### config.mk
export PLATFORM = sky130hd
export DESIGN_NAME = div_server
export DESIGN_NICKNAME = d
export VERILOG_FILES = /design/src/rtl/bike_pkg.sv /design/src/rtl/div_core.sv /design/src/rtl/div_server.sv
export SDC_FILE = /design/constraint.sdc
export NUM_CORES = 1
export LEC_CHECK = 0
export BUFFER_PORTS_ARGS = -buffer_cell sky130_fd_sc_hd__buf_2
export CAP_MARGIN = 20
export CORE_AREA = 2 2 74 146
export CTS_BUF_LIST = sky130_fd_sc_hd__clkbuf_4
export CTS_CLUSTER_SIZE = 16
export DETAILED_ROUTE_END_ITERATION = 6
export DIE_AREA = 0 0 76 148
export GPL_ROUTABILITY_DRIVEN = 1
export SYNTH_ARGS = -nofsm -noshare
export SYNTH_HDL_FRONTEND = slang
export SYNTH_SLANG_ARGS = --single-unit
### constraint.sdc
create_clock -name clock -period 1.9 [get_ports clock]
set_input_delay 0.095 -clock clock [delete_from_list [all_inputs] [get_ports clock]]
set_output_delay 0.095 -clock clock [all_outputs]
set_load 0.01 [all_outputs]
### src/rtl/bike_pkg.sv
`default_nettype none
// +----------------------------------------------------------------------+
// | bike_pkg                                                             |
// | Shared types and constants for the bike computer datapath blocks:    |
// | divider FSM state encoding, default divider width, client indices.   |
// | Revision: 1.0  initial release                                       |
// +----------------------------------------------------------------------+
package bike_pkg;

   localparam int DIV_WIDTH = 12;

   // Client indices on the shared divider
   localparam logic CLIENT_SPEED = 1'b0;
   localparam logic CLIENT_AVG   = 1'b1;

   // Divider server state; ST_ROUND is only reachable in the rounding build
   typedef enum logic [1:0] {
      ST_IDLE  = 2'd0,
      ST_CALC  = 2'd1,
      ST_ROUND = 2'd2,
      ST_DONE  = 2'd3
   } div_state_t;

endpackage
`default_nettype wire

### src/rtl/div_core.sv
`default_nettype none
// +----------------------------------------------------------------------+
// | div_core                                                             |
// | Restoring divider datapath, one quotient bit per step, MSB first.    |
// | Owns the partial remainder, quotient shift register and step count.  |
// | Revision: 1.0  initial release                                       |
// +----------------------------------------------------------------------+
module div_core #(
   parameter int WIDTH = 12
) (
   input  logic             clock,
   input  logic             reset,
   input  logic             load,
   input  logic [WIDTH-1:0] dividend,
   input  logic [WIDTH-1:0] divisor,
   input  logic             step,
   output logic             last_step,
   output logic [WIDTH-1:0] quotient,
   output logic [WIDTH:0]   remainder
);

   localparam int CNT_W = (WIDTH > 1) ? $clog2(WIDTH) : 1;

   logic [WIDTH:0]   rem_q, rem_d;
   logic [WIDTH-1:0] quo_q, quo_d;
   logic [WIDTH-1:0] dvs_q, dvs_d;
   logic [CNT_W-1:0] cnt_q, cnt_d;
   logic [WIDTH:0]   trial;
   logic             fits;

   // The quotient register starts out holding the dividend: its MSB is the
   // next dividend bit to shift into the remainder, and quotient bits fill
   // in from the LSB as dividend bits leave.
   always_comb begin
      rem_d = rem_q;
      quo_d = quo_q;
      dvs_d = dvs_q;
      cnt_d = cnt_q;
      trial = {rem_q[WIDTH-1:0], quo_q[WIDTH-1]};
      fits  = (trial >= {1'b0, dvs_q});
      if (load) begin
         rem_d = '0;
         quo_d = dividend;
         dvs_d = divisor;
         cnt_d = '0;
      end else if (step) begin
         rem_d = fits ? (trial - {1'b0, dvs_q}) : trial;
         quo_d = {quo_q[WIDTH-2:0], fits};
         cnt_d = cnt_q + CNT_W'(1);
      end
   end

   // Datapath registers
   always_ff @(posedge clock or posedge reset) begin
      if (reset) begin
         rem_q <= '0;
         quo_q <= '0;
         dvs_q <= '0;
         cnt_q <= '0;
      end else begin
         rem_q <= rem_d;
         quo_q <= quo_d;
         dvs_q <= dvs_d;
         cnt_q <= cnt_d;
      end
   end

   assign last_step = (cnt_q == CNT_W'(WIDTH - 1));
   assign quotient  = quo_q;
   assign remainder = rem_q;

endmodule
`default_nettype wire

### src/rtl/div_server.sv
`default_nettype none
// +----------------------------------------------------------------------+
// | div_server                                                           |
// | Shared iterative divider serving two clients (speed, average speed)  |
// | with round-robin arbitration and per-client done pulses.             |
// | Optional feature macro: DIV_SERVER_ROUND_EN (round-to-nearest via an |
// | extra ROUND cycle; truncating quotient when undefined).              |
// | Revision: 1.0  initial release                                       |
// +----------------------------------------------------------------------+
module div_server
   import bike_pkg::*;
#(
   parameter int WIDTH = DIV_WIDTH
) (
   input  logic             clock,
   input  logic             reset,
   input  logic             req0,
   input  logic [WIDTH-1:0] dividend0,
   input  logic [WIDTH-1:0] divisor0,
   input  logic             req1,
   input  logic [WIDTH-1:0] dividend1,
   input  logic [WIDTH-1:0] divisor1,
   output logic [WIDTH-1:0] res,
   output logic             dbz,
   output logic             done0,
   output logic             done1,
   output logic             busy
);

   div_state_t       state_q, state_d;
   logic             owner_q, owner_d;
   logic             last_grant_q, last_grant_d;
   logic             dbz_pend_q, dbz_pend_d;
   logic [WIDTH-1:0] res_q, res_d;
   logic             dbz_q, dbz_d;
   logic             done0_q, done0_d;
   logic             done1_q, done1_d;
   logic             busy_q, busy_d;
`ifdef DIV_SERVER_ROUND_EN
   logic [WIDTH-1:0] divisor_q, divisor_d;
   logic             round_q, round_d;
`endif

   logic             req0_m, req1_m;
   logic             grant_idx;
   logic [WIDTH-1:0] sel_dividend, sel_divisor;
   logic             load, step, last_step;
   logic [WIDTH-1:0] quotient, result;
   logic [WIDTH:0]   core_rem;

   // A client is still holding its request during the cycle its done pulse
   // is visible; mask it so the finished division is not started again.
   assign req0_m       = req0 & ~done0_q;
   assign req1_m       = req1 & ~done1_q;
   assign grant_idx    = (req0_m & req1_m) ? ~last_grant_q : req1_m;
   assign sel_dividend = grant_idx ? dividend1 : dividend0;
   assign sel_divisor  = grant_idx ? divisor1  : divisor0;

`ifdef DIV_SERVER_ROUND_EN
   assign result = quotient + WIDTH'(round_q);
`else
   assign result = quotient;
   logic unused_rem;
   assign unused_rem = ^core_rem;
`endif

   div_core #(
      .WIDTH (WIDTH)
   ) u_core (
      .clock     (clock),
      .reset     (reset),
      .load      (load),
      .dividend  (sel_dividend),
      .divisor   (sel_divisor),
      .step      (step),
      .last_step (last_step),
      .quotient  (quotient),
      .remainder (core_rem)
   );

   // Arbitration, state sequencing and next values of the output registers
   always_comb begin
      state_d      = state_q;
      owner_d      = owner_q;
      last_grant_d = last_grant_q;
      dbz_pend_d   = dbz_pend_q;
      res_d        = res_q;
      dbz_d        = dbz_q;
      done0_d      = 1'b0;
      done1_d      = 1'b0;
      load         = 1'b0;
      step         = 1'b0;
`ifdef DIV_SERVER_ROUND_EN
      divisor_d    = divisor_q;
      round_d      = round_q;
`endif
      case (state_q)
         ST_IDLE: begin
            if (req0_m | req1_m) begin
               load         = 1'b1;
               owner_d      = grant_idx;
               last_grant_d = grant_idx;
`ifdef DIV_SERVER_ROUND_EN
               divisor_d    = sel_divisor;
`endif
               if (sel_divisor == '0) begin
                  dbz_pend_d = 1'b1;
                  state_d    = ST_DONE;
               end else begin
                  dbz_pend_d = 1'b0;
                  state_d    = ST_CALC;
               end
            end
         end
         ST_CALC: begin
            step = 1'b1;
            if (last_step) begin
`ifdef DIV_SERVER_ROUND_EN
               state_d = ST_ROUND;
`else
               state_d = ST_DONE;
`endif
            end
         end
`ifdef DIV_SERVER_ROUND_EN
         ST_ROUND: begin
            // Round half up: 2*remainder >= divisor
            round_d = ({core_rem, 1'b0} >= {2'b00, divisor_q});
            state_d = ST_DONE;
         end
`endif
         ST_DONE: begin
            done0_d = (owner_q == CLIENT_SPEED);
            done1_d = (owner_q == CLIENT_AVG);
            dbz_d   = dbz_pend_q;
            res_d   = dbz_pend_q ? '1 : result;
            state_d = ST_IDLE;
         end
         default: state_d = ST_IDLE;
      endcase
      busy_d = (state_d != ST_IDLE);
   end

   // State and registered outputs; reset abandons any division in flight
   always_ff @(posedge clock or posedge reset) begin
      if (reset) begin
         state_q      <= ST_IDLE;
         owner_q      <= CLIENT_SPEED;
         last_grant_q <= CLIENT_AVG;
         dbz_pend_q   <= 1'b0;
         res_q        <= '0;
         dbz_q        <= 1'b0;
         done0_q      <= 1'b0;
         done1_q      <= 1'b0;
         busy_q       <= 1'b0;
`ifdef DIV_SERVER_ROUND_EN
         divisor_q    <= '0;
         round_q      <= 1'b0;
`endif
      end else begin
         state_q      <= state_d;
         owner_q      <= owner_d;
         last_grant_q <= last_grant_d;
         dbz_pend_q   <= dbz_pend_d;
         res_q        <= res_d;
         dbz_q        <= dbz_d;
         done0_q      <= done0_d;
         done1_q      <= done1_d;
         busy_q       <= busy_d;
`ifdef DIV_SERVER_ROUND_EN
         divisor_q    <= divisor_d;
         round_q      <= round_d;
`endif
      end
   end

   assign res   = res_q;
   assign dbz   = dbz_q;
   assign done0 = done0_q;
   assign done1 = done1_q;
   assign busy  = busy_q;

endmodule
`default_nettype wire

======== Yosys cells after proc, flatten, opt, wreduce, memory -nomap -nowiden ========
Index checks and enable logic that the tools add are counted.
word-level totals
  flip-flop bits (word level) ............. 61
  input bits .............................. 52
  output and inout bits ................... 16
cells by class
  add/sub/neg operators ................... 2
  magnitude comparators ................... 1
  equal/unequal tests ..................... 3
  muxes and demuxes ....................... 21
  bitwise operators ....................... 8
  reduce and logical (&&, ||, !) cells .... 5
operator list
  operator                                        number
  2-to-1 mux 12 bit                               8
  greater-or-equal comparator 13 x 12 -> 1 bit    1
  zero test 12 bit                                1
  subtractor 12 bit                               1
  2-to-1 mux 4 bit                                2
  2-to-1 mux 1 bit                                7
  2-to-1 mux 2 bit                                3
  adder 4 x 1 -> 4 bit (second input constant)    1
  == test 4 bit (second input constant)           1
  inverter 1 bit                                  4
  case mux 2 bit (2 select lines)                 1
  nonzero test 2 bit                              2
  bitwise AND 1 bit                               3
  == test 2 x 1 -> 1 bit (second input constant)  1
  == test 2 bit (second input constant)           1
  zero test 2 bit                                 1
  AND reduction 2 bit                             1
  bitwise OR 1 bit                                1

======== Logic depth before layout (Yosys ltp) ========
Gate-level depths: netlist (run 1).
  depth in word-level cells ............... 10
  gate-level depth with buffers ........... 10
  mapped depth without buffers ............ 9

======== By module ========
Synthesis (run 1) repeated with hierarchy kept, for this count alone.
second synthesis, totals
  cells, all modules ...................... 397
  area total of the unflattened synthesis .. 3883.7 um^2
by module, submodules not included
  module      instances  cells an instance  area each (um^2)  seq. area each (um^2)
  div_core    1          279                2551.2            1026.0
  div_server  1          118                1332.5            526.8

======== Worst setup path before layout (run 1) ========
OpenSTA, ideal clock, no wires.
  kind .................................... reg2reg
  start ................................... reg u_core.rem_q[9] (netlist: u_core.remainder[9])
  end ..................................... reg u_core.rem_q[0] (netlist: u_core.remainder[0])
  arrival time ............................ 1.930 ns
  required time ........................... 1.817 ns
  path slack .............................. -0.114 ns
  cell stages (with the launch flop) ...... 8
  buffers on the path ..................... 0
  period minus slack after synthesis ...... 2.014 ns
  path through ............................ dfrtp_1 > ha_1 > a21o_1 > a211oi_2 > o21ai_1 > a21oi_4 > mux2_1 > o22ai_1
on the way
  cells in the longest elaborated chain, start to end .. 4
ends and longest elaborated chain
  what                                          line            RTL
  start, declared                               div_core.sv:24  logic [WIDTH:0] rem_q, rem_d;
  start signal, assigned                        div_core.sv:61  rem_q <= rem_d;
  greater-or-equal comparator 13 x 12 -> 1 bit  div_core.sv:40  fits = (trial >= {1'b0, dvs_q});
  2-to-1 mux 12 bit                             div_core.sv:47  rem_d = fits ? (trial - {1'b0, dvs_q}) : trial;
  2-to-1 mux 12 bit                             div_core.sv:46  end else if (step) begin
  2-to-1 mux 12 bit                             div_core.sv:41  if (load) begin
Every way passes these cells. The select of a mux whose other input is x is not followed.
A chain may end at the register's enable or synchronous reset.

======== Worst setup path in the final report (run 1) ========
  start ................................... reg u_core.quo_q[11] (netlist: u_core.quotient[11])
  end ..................................... reg u_core.rem_q[10] (netlist: u_core.remainder[10])
on the way
  cells in the longest elaborated chain, start to end .. 4
ends and longest elaborated chain
  what                                                                                      line                            RTL
  start, declared                                                                           div_core.sv:25                  logic [WIDTH-1:0] quo_q, quo_d;
  start signal, assigned                                                                    div_core.sv:62                  quo_q <= quo_d;
  subtractor 12 bit / greater-or-equal comparator 13 x 12 -> 1 bit (equally long branches)  div_core.sv:47, div_core.sv:40
  2-to-1 mux 12 bit (*)                                                                     div_core.sv:47
  2-to-1 mux 12 bit (*)                                                                     div_core.sv:46
  2-to-1 mux 12 bit (*)                                                                     div_core.sv:41
Mark *: on every way between the ends. The rest lies on a longest branch, timed or not. The select of a mux whose other input is x is not followed.

==> flow_summary.ini, run 1 <==
[sta]
finalClockSkew_ns = 0.01755
rsz0062_at_grt = true
worst_slack_ns = -0.04135
fmax_mhz = 515.1
finalCriticalPeriod_ns = 1.941
hold_viol = 0
fin_crit_sh = 1.022
fin_setup_tns_ns = -0.1210
relSlewSlack = 0.6089
tightestPinTransition_ns = 0.5813
setup_viol = 5
report.final.slew_viol_count = 0

[cells_and_area]
postLayoutCellArea_um2 = 4991
utilization = 0.4949
fill_cells = 929
multi_input_area_um2 = 2027
layout.nets = 587
drive_gt1_frac = 0.3669
area_growth_pct = 43.96
seqCellArea_um2 = 1528
final_cells = 662

[global_route]
grt_max_degree = 43
grt_first_pass_wirelength_mm = 16.56
grt_overflow_total = 0
grt_pass1_vias = 3505
gr-usage-all-layers = 0.1850
antenna_found_initial = 1

[clock_tree]
cts-root-buf = clkbuf_4
htreeDepth = 3
cts_tree = built
cts_buffers = 9
clk_pin_slew_ns = 0.11
clockBufferDepth = 2
cts.sinks = 61
clkLatencyLatePin_ns = 0.41

[status]
status = complete, but fails checks
failed_checks = negative setup slack

[critical_path]
arrival_ns = 2.27
path_class = reg -> reg
crit_fanout = 3
crit_chain = inv_2 -> ha_4 -> fa_2 -> nor2b_4 -> o31ai_2 -> o211ai_1 -> a21oi_1 -> xor2_1 -> o211ai_1
crit_path_frequent_cell = o211ai_1
slowest_stage = dfrtp_1
worstPathRequired_ns = 2.23
cpPeakStageDelay_ns = 0.39
critPathTopFamily = adder cells
cp-end-kind = flip-flop
start_kind = flip-flop
crit_buf_inv = 1

[drt]
drc = 0
wire_per_inst_um = 14.95
first_pass_iters = 4
drtAntennaViolNets = 0
vias = 3312
via_per_inst = 5.003
totalWireLength_mm = 9.899
dr.first_iter.drc_count = 114

[synthesis]
postSynthAreaPerCell_um2 = 9.005
ys.flop_type = dfrtp_1
synth_compound_area_frac = 0.1880
synth_cell_types = 47
synth-adder-area-share = 0.05269
syn-cell-area_um2 = 3467
synth_top_area_frac = 0.4331
yosysWarnings = 0
yosys_register_bits = 61
yosys-mux-area-fraction = 0.05846
postSynthCellCount = 385
synthArstFlopShare = 1.000
synth_simple_gate_area_frac = 0.1927
synth_top_family_by_area = simple AND/OR/NAND/NOR gates
synth_top_area_cell = dfrtp_1
synthXorXnorAreaFrac = 0.02274
synth-seq-area-share = 0.4406
synth_edf_count = 0
synth_area_leaders = dfrtp_1 43%, nand2_1 5.6%, mux2i_1 5.2%
synth_nets = 451

[placement]
hpwl_mm = 7.414
postPlaceCellArea_um2 = 4397
place_congestion = 0.8461
numPlacedInstances = 615
port_buffers = 67

[pwr]
leakage_uw = 0.002288
vdd_ir_drop_max_uv = 684.1
finalPower_uw = 10050
cellPowerDensity_nw_per_um2 = 2013

[floorplanning]
die_height_um = 148
ioPinCount = 68
core_um2 = 10080
die_w_um = 76
die_area_um2 = 11250
row_count = 52
initial_core_util = 0.3438

[job]
max_cap_viol_count = 0

[min_path]
hold_class = in -> reg
[repair_timing]
item,CTS,global route
pin swaps,13,5
cloned,0,0
endpoints found under the hold margin,32,0
hold buffers,17,0
setup endpoints to repair,13,15
setup buffers,10,3
gates resized for setup,27,15
[routing by layer]
metal | track usage | up-vias | share of wire
li1 | - | 1632 | -
met1 | 0.1961 | 1577 | 0.38
met2 | 0.3513 | 85 | 0.55
met3 | 0.02686 | 18 | 0.030
met4 | 0.09273 | 0 | 0.032
met5 | 0 | - | 0
[through the flow]
step                worst slack [ns]  hold WS, ns
global placement             -0.2169       0.1300
global route                 -0.1579      0.01217
floorplan                   0.006660       0.2770
CTS                         -0.04074     0.002327
detailed placement           -0.2614       0.1434
finish                      -0.04135      0.02068
[logic make-up (layout without fill, tap and decap cells)]
family | count (synthesis) | after routing
muxes | 20 | 20
AOI/OAI and AO/OA | 102 | 102
xor gates and xnor gates | 9 | 9
DFF | 61 | 61
and+or+nand+nor | 141 | 141
other | 0 | 1
adders and majority gates | 14 | 14
buffers and inverters | 38 | 179
[sequential cells by signal (all words and copies together), names as in the netlist]
| name | count |
|---|---|
| done1 | 1 |
| dbz_pend_q | 1 |
| last_grant_q | 1 |
| u_core.remainder | 12 |
| res | 12 |
| u_core.dvs_q | 12 |
| busy | 1 |
| state_q | 2 |
| u_core.quotient | 12 |
| u_core.cnt_q | 4 |
| owner_q | 1 |
| dbz | 1 |
| done0 | 1 |
[layout by cell type (no fill, tap or decap), drive strengths merged, types with 7 or more instances in the layout]
cell type | synthesis | layout
a211oi | 12 | 12
nor2 | 27 | 27
o21ai | 30 | 30
inv | 17 | 17
and2 | 16 | 16
buf | 4 | 129
mux2i | 18 | 18
dfrtp | 60 | 60
a31oi | 13 | 13
nor2b | 7 | 7
nand2 | 54 | 54
a21oi | 22 | 22
dlygate4sd3 | 0 | 17
clkbuf | 17 | 9
ha | 13 | 13
nand3 | 11 | 11
[where the power goes]
part | leakage (uW) | internal, uW | switching (uW)
Combinational | 0.00150 | 3530 | 3240
Sequential | 0.000720 | 1930 | 435
Clock | 0.0000721 | 404 | 514
Total | 0.00229 | 5860 | 4190
[tightest hold or removal path, delay by kind of cell]
kind                   cells  cell delay (ns)
AO/OA/AOI/OAI              2             0.21
buffers and inverters      1             0.08
[path summary, 6_finish.rpt]
kind                                           from              endpoint  slack [ns]  cells after the start
worst min register to register              owner_q                 done0        0.47                      1
worst min-delay path                   dividend0[8]    u_core.quotient[8]        0.02                      3
worst max register to register  u_core.quotient[11]  u_core.remainder[10]       -0.04                      9
max in group asynchronous                     reset   u_core.remainder[9]        1.06                      4
min in group asynchronous                     reset               res[10]        0.22                      3
worst max-delay path            u_core.quotient[11]  u_core.remainder[10]       -0.04                      9
[layout make-up]
cell class	instances	area share
flip-flops and latches	61	0.3061
well taps	135	0.03384
repair buffers	146	0.2118
clock buffers	9	0.01354
inverters	17	0.01279
multi-input cells	286	0.4061
clock inverters	7	0.01529
diodes	1	0.0005014
[synth_stat cells, drive strengths merged (2+ instances only)]
library cell	n
nand2b	5
nand2	54
a31oi	13
xor2	3
nand4	6
ha	13
o211ai	6
nor2b	7
and2	16
xnor2	6
o21a	2
buf	4
mux2	2
nor2	27
a21o	4
o31ai	5
inv	17
o22ai	2
nand3	11
o21ai	30
and3	3
a211oi	12
clkbuf	17
mux2i	18
nor3	4
a21oi	22
nor4	6
dfrtp	60
No activity file was read; power rests on OpenSTA's default activity.
==> inputs of run 2 (changes only) <==
--- a/config.mk
+++ b/config.mk
@@ -5,13 +5,14 @@
 export SDC_FILE = /design/constraint.sdc
 export NUM_CORES = 1
 export LEC_CHECK = 0
+export ABC_AREA = 1
 export BUFFER_PORTS_ARGS = -buffer_cell sky130_fd_sc_hd__buf_2
-export CAP_MARGIN = 20
-export CORE_AREA = 2 2 74 146
+export CAP_MARGIN = 0
+export CORE_AREA = 2 2 76 151
 export CTS_BUF_LIST = sky130_fd_sc_hd__clkbuf_4
 export CTS_CLUSTER_SIZE = 16
 export DETAILED_ROUTE_END_ITERATION = 6
-export DIE_AREA = 0 0 76 148
+export DIE_AREA = 0 0 78 153
 export GPL_ROUTABILITY_DRIVEN = 1
 export SYNTH_ARGS = -nofsm -noshare
 export SYNTH_HDL_FRONTEND = slang
==> flow_summary.ini, run 2 <==
[status]
status = completed

[drt]
dr.first_iter.drc_count = 115
vias = 3590
drc = 0
wire_per_inst_um = 14.17
drtAntennaViolNets = 0
first_pass_iters = 4
totalWireLength_mm = 10.54
via_per_inst = 4.825

[synthesis]
synth_top_area_frac = 0.4054
synth_cell_types = 35
ys.flop_type = dfrtp_1
synth_nets = 572
synth_top_family_by_area = simple AND/OR/NAND/NOR gates
postSynthCellCount = 506
synthArstFlopShare = 1.000
synth_simple_gate_area_frac = 0.3054
synth_compound_area_frac = 0.1307
yosys-mux-area-fraction = 0
synth_area_leaders = dfrtp_1 41%, nand2_1 17%, o21ai_0 6.6%
synth_top_area_cell = dfrtp_1
ys_top_cells_by_count = 163 x nand2_1, 60 x dfrtp_1, 60 x inv_1
synth.most_common_cell = nand2_1
yosysWarnings = 0
yosys_register_bits = 61
postSynthAreaPerCell_um2 = 7.319
syn-cell-area_um2 = 3704
synthXorXnorAreaFrac = 0.01182
synth-seq-area-share = 0.4125
synth-adder-area-share = 0.04932
synth_edf_count = 0

[critical_path]
crit_fanout = 5
path_class = reg -> reg
slowest_stage = dfrtp_1
crit_chain = ha_4 -> nand2_1 -> buf_4 -> nor2_1 -> nand3_1 -> nand4_1 -> nand3_2 -> nand3_1 -> nand2_1
cpPeakStageDelay_ns = 0.44
cp-end-kind = flip-flop
critPathTopFamily = simple AND/OR/NAND/NOR gates
crit_buf_inv = 1
worstPathRequired_ns = 2.21
arrival_ns = 2.14
start_kind = flip-flop

[pwr]
pwr-share-clk = 0.090
p_comb_frac = 0.651
switching_share = 0.4727
seqPwrFrac = 0.260
vdd_ir_drop_max_uv = 899.0
cellPowerDensity_nw_per_um2 = 2000
p_switching_uw = 4444
leakage_uw = 0.002433
finalPower_uw = 9399
internal_power_uw = 4956

[cells_and_area]
postLayoutCellArea_um2 = 4700
area_growth_pct = 26.89
utilization = 0.4347
drive_gt1_frac = 0.2769
final_common_cell = nand2_1
layout.nets = 665
final_cells = 744
layout_common_cells = 162 x nand2_1, 67 x buf_2, 59 x dfrtp_1

[floorplanning]
row_count = 54
die_w_um = 78
core_um2 = 10810
die_height_um = 153
initial_core_util = 0.3426
ioPinCount = 68
die_area_um2 = 11930

[min_path]
hold_class = in -> reg

[global_route]
grt_first_pass_wirelength_mm = 17.51
gr-usage-all-layers = 0.1872
grt_pass1_vias = 3829
grt_overflow_total = 0
antenna_found_initial = 1
grt_max_degree = 41

[sta]
fmax_mhz = 545.5
rsz0062_at_grt = true
tightestPinTransition_ns = 0.5100
finalCriticalPeriod_ns = 1.833
report.final.slew_viol_count = 0
relSlewSlack = 0.6600
hold_viol = 0
finalClockSkew_ns = 0.01672
setup_viol = 0
fin_crit_sh = 0.9648

[clock_tree]
cts_tree = built
cts.sinks = 61
htreeDepth = 3
clk_pin_slew_ns = 0.10
cts_buffers = 9
cts-root-buf = clkbuf_4
clockBufferDepth = 2
clkLatencyLatePin_ns = 0.40

[placement]
hpwl_mm = 8.401
port_buffers = 67
postPlaceCellArea_um2 = 4388
numPlacedInstances = 725
place_congestion = 0.9472

[job]
max_cap_viol_count = 0
## run 2: routing by layer
layer / part of all wire / vias up / GRT usage
met4: 0.051 / 0 / 0.1119
met5: 0 / - / 0
met3: 0.025 / 37 / 0.02243
li1: - / 1800 / -
met1: 0.34 / 1661 / 0.1683
met2: 0.59 / 92 / 0.3768
## run 2: metrics by stage
stage          worst slack, ns  hold slack (ns)  TNS [ns]
2_1_floorplan           0.1044           0.3370         0
3_3_place_gp           0.04917           0.1387         0
3_5_place_dp          0.001490           0.1512         0
4_1_cts                0.01020          0.01360         0
5_1_grt               -0.03729          0.04335  -0.09076
6_report               0.06686          0.03357         0
## run 2: worst paths after layout
| check | startpoint | endpoint | slack, ns | depth (start not counted) |
|---|---|---|---|---|
| max | u_core.remainder[8] | u_core.remainder[10] | 0.07 | 9 |
| min | divisor0[4] | u_core.dvs_q[4] | 0.03 | 3 |
| max reg2reg | u_core.remainder[8] | u_core.remainder[10] | 0.07 | 9 |
| min reg2reg | owner_q | done0 | 0.43 | 1 |
| max in group asynchronous | reset | u_core.dvs_q[10] | 1.06 | 4 |
| min in group asynchronous | reset | res[0] | 0.25 | 3 |
## run 2: area by class of cell
class	instances	area, um2
fill	1148	6111
multi-input combinational	364	1998
sequential	61	1529
timing repair buffer	99	631.9
inverter	64	240.2
tap	140	175.2
clock buffer	9	67.56
clock inverter	6	55.05
antenna	1	2.502
## run 2: timing repair
item	4_1_cts	5_1_grt
endpoints found under the setup margin	2	15
pin swaps	0	1
buffers inserted	0	2
gates resized for setup	9	22
cloned	0	0
hold buffers	1	0
endpoints found under the hold margin	20	0
## run 2: logic make-up (layout without fill, tap and decap cells)
kind of cell,Yosys count,in the layout
XOR/XNOR,5,5
flip-flops,61,61
AND/OR/NAND/NOR,256,256
buffers and inverters,81,178
other,0,1
AO/OA/AOI/OAI,89,89
adder cells (fa/ha/maj),14,14
## run 2: worst register-to-register path: cells and delay by family, from the launching register on
kind | cells | cell delay (ns)
adder cells (fa/ha/maj) | 1 | 0.33
buffers and inverters | 1 | 0.16
flip-flops | 1 | 0.44
AND/OR/NAND/NOR | 7 | 0.82
## run 2: power by group through the flow
stage | clock network, uW | registers (uW) | logic [uW]
finish | 842 | 2440 | 6120
global route | 908 | 2510 | 6910
CTS | 870 | 2410 | 5800
detailed placement | 0 | 2400 | 5550
global placement | 0 | 2390 | 5440
floorplan | 0 | 2340 | 3870
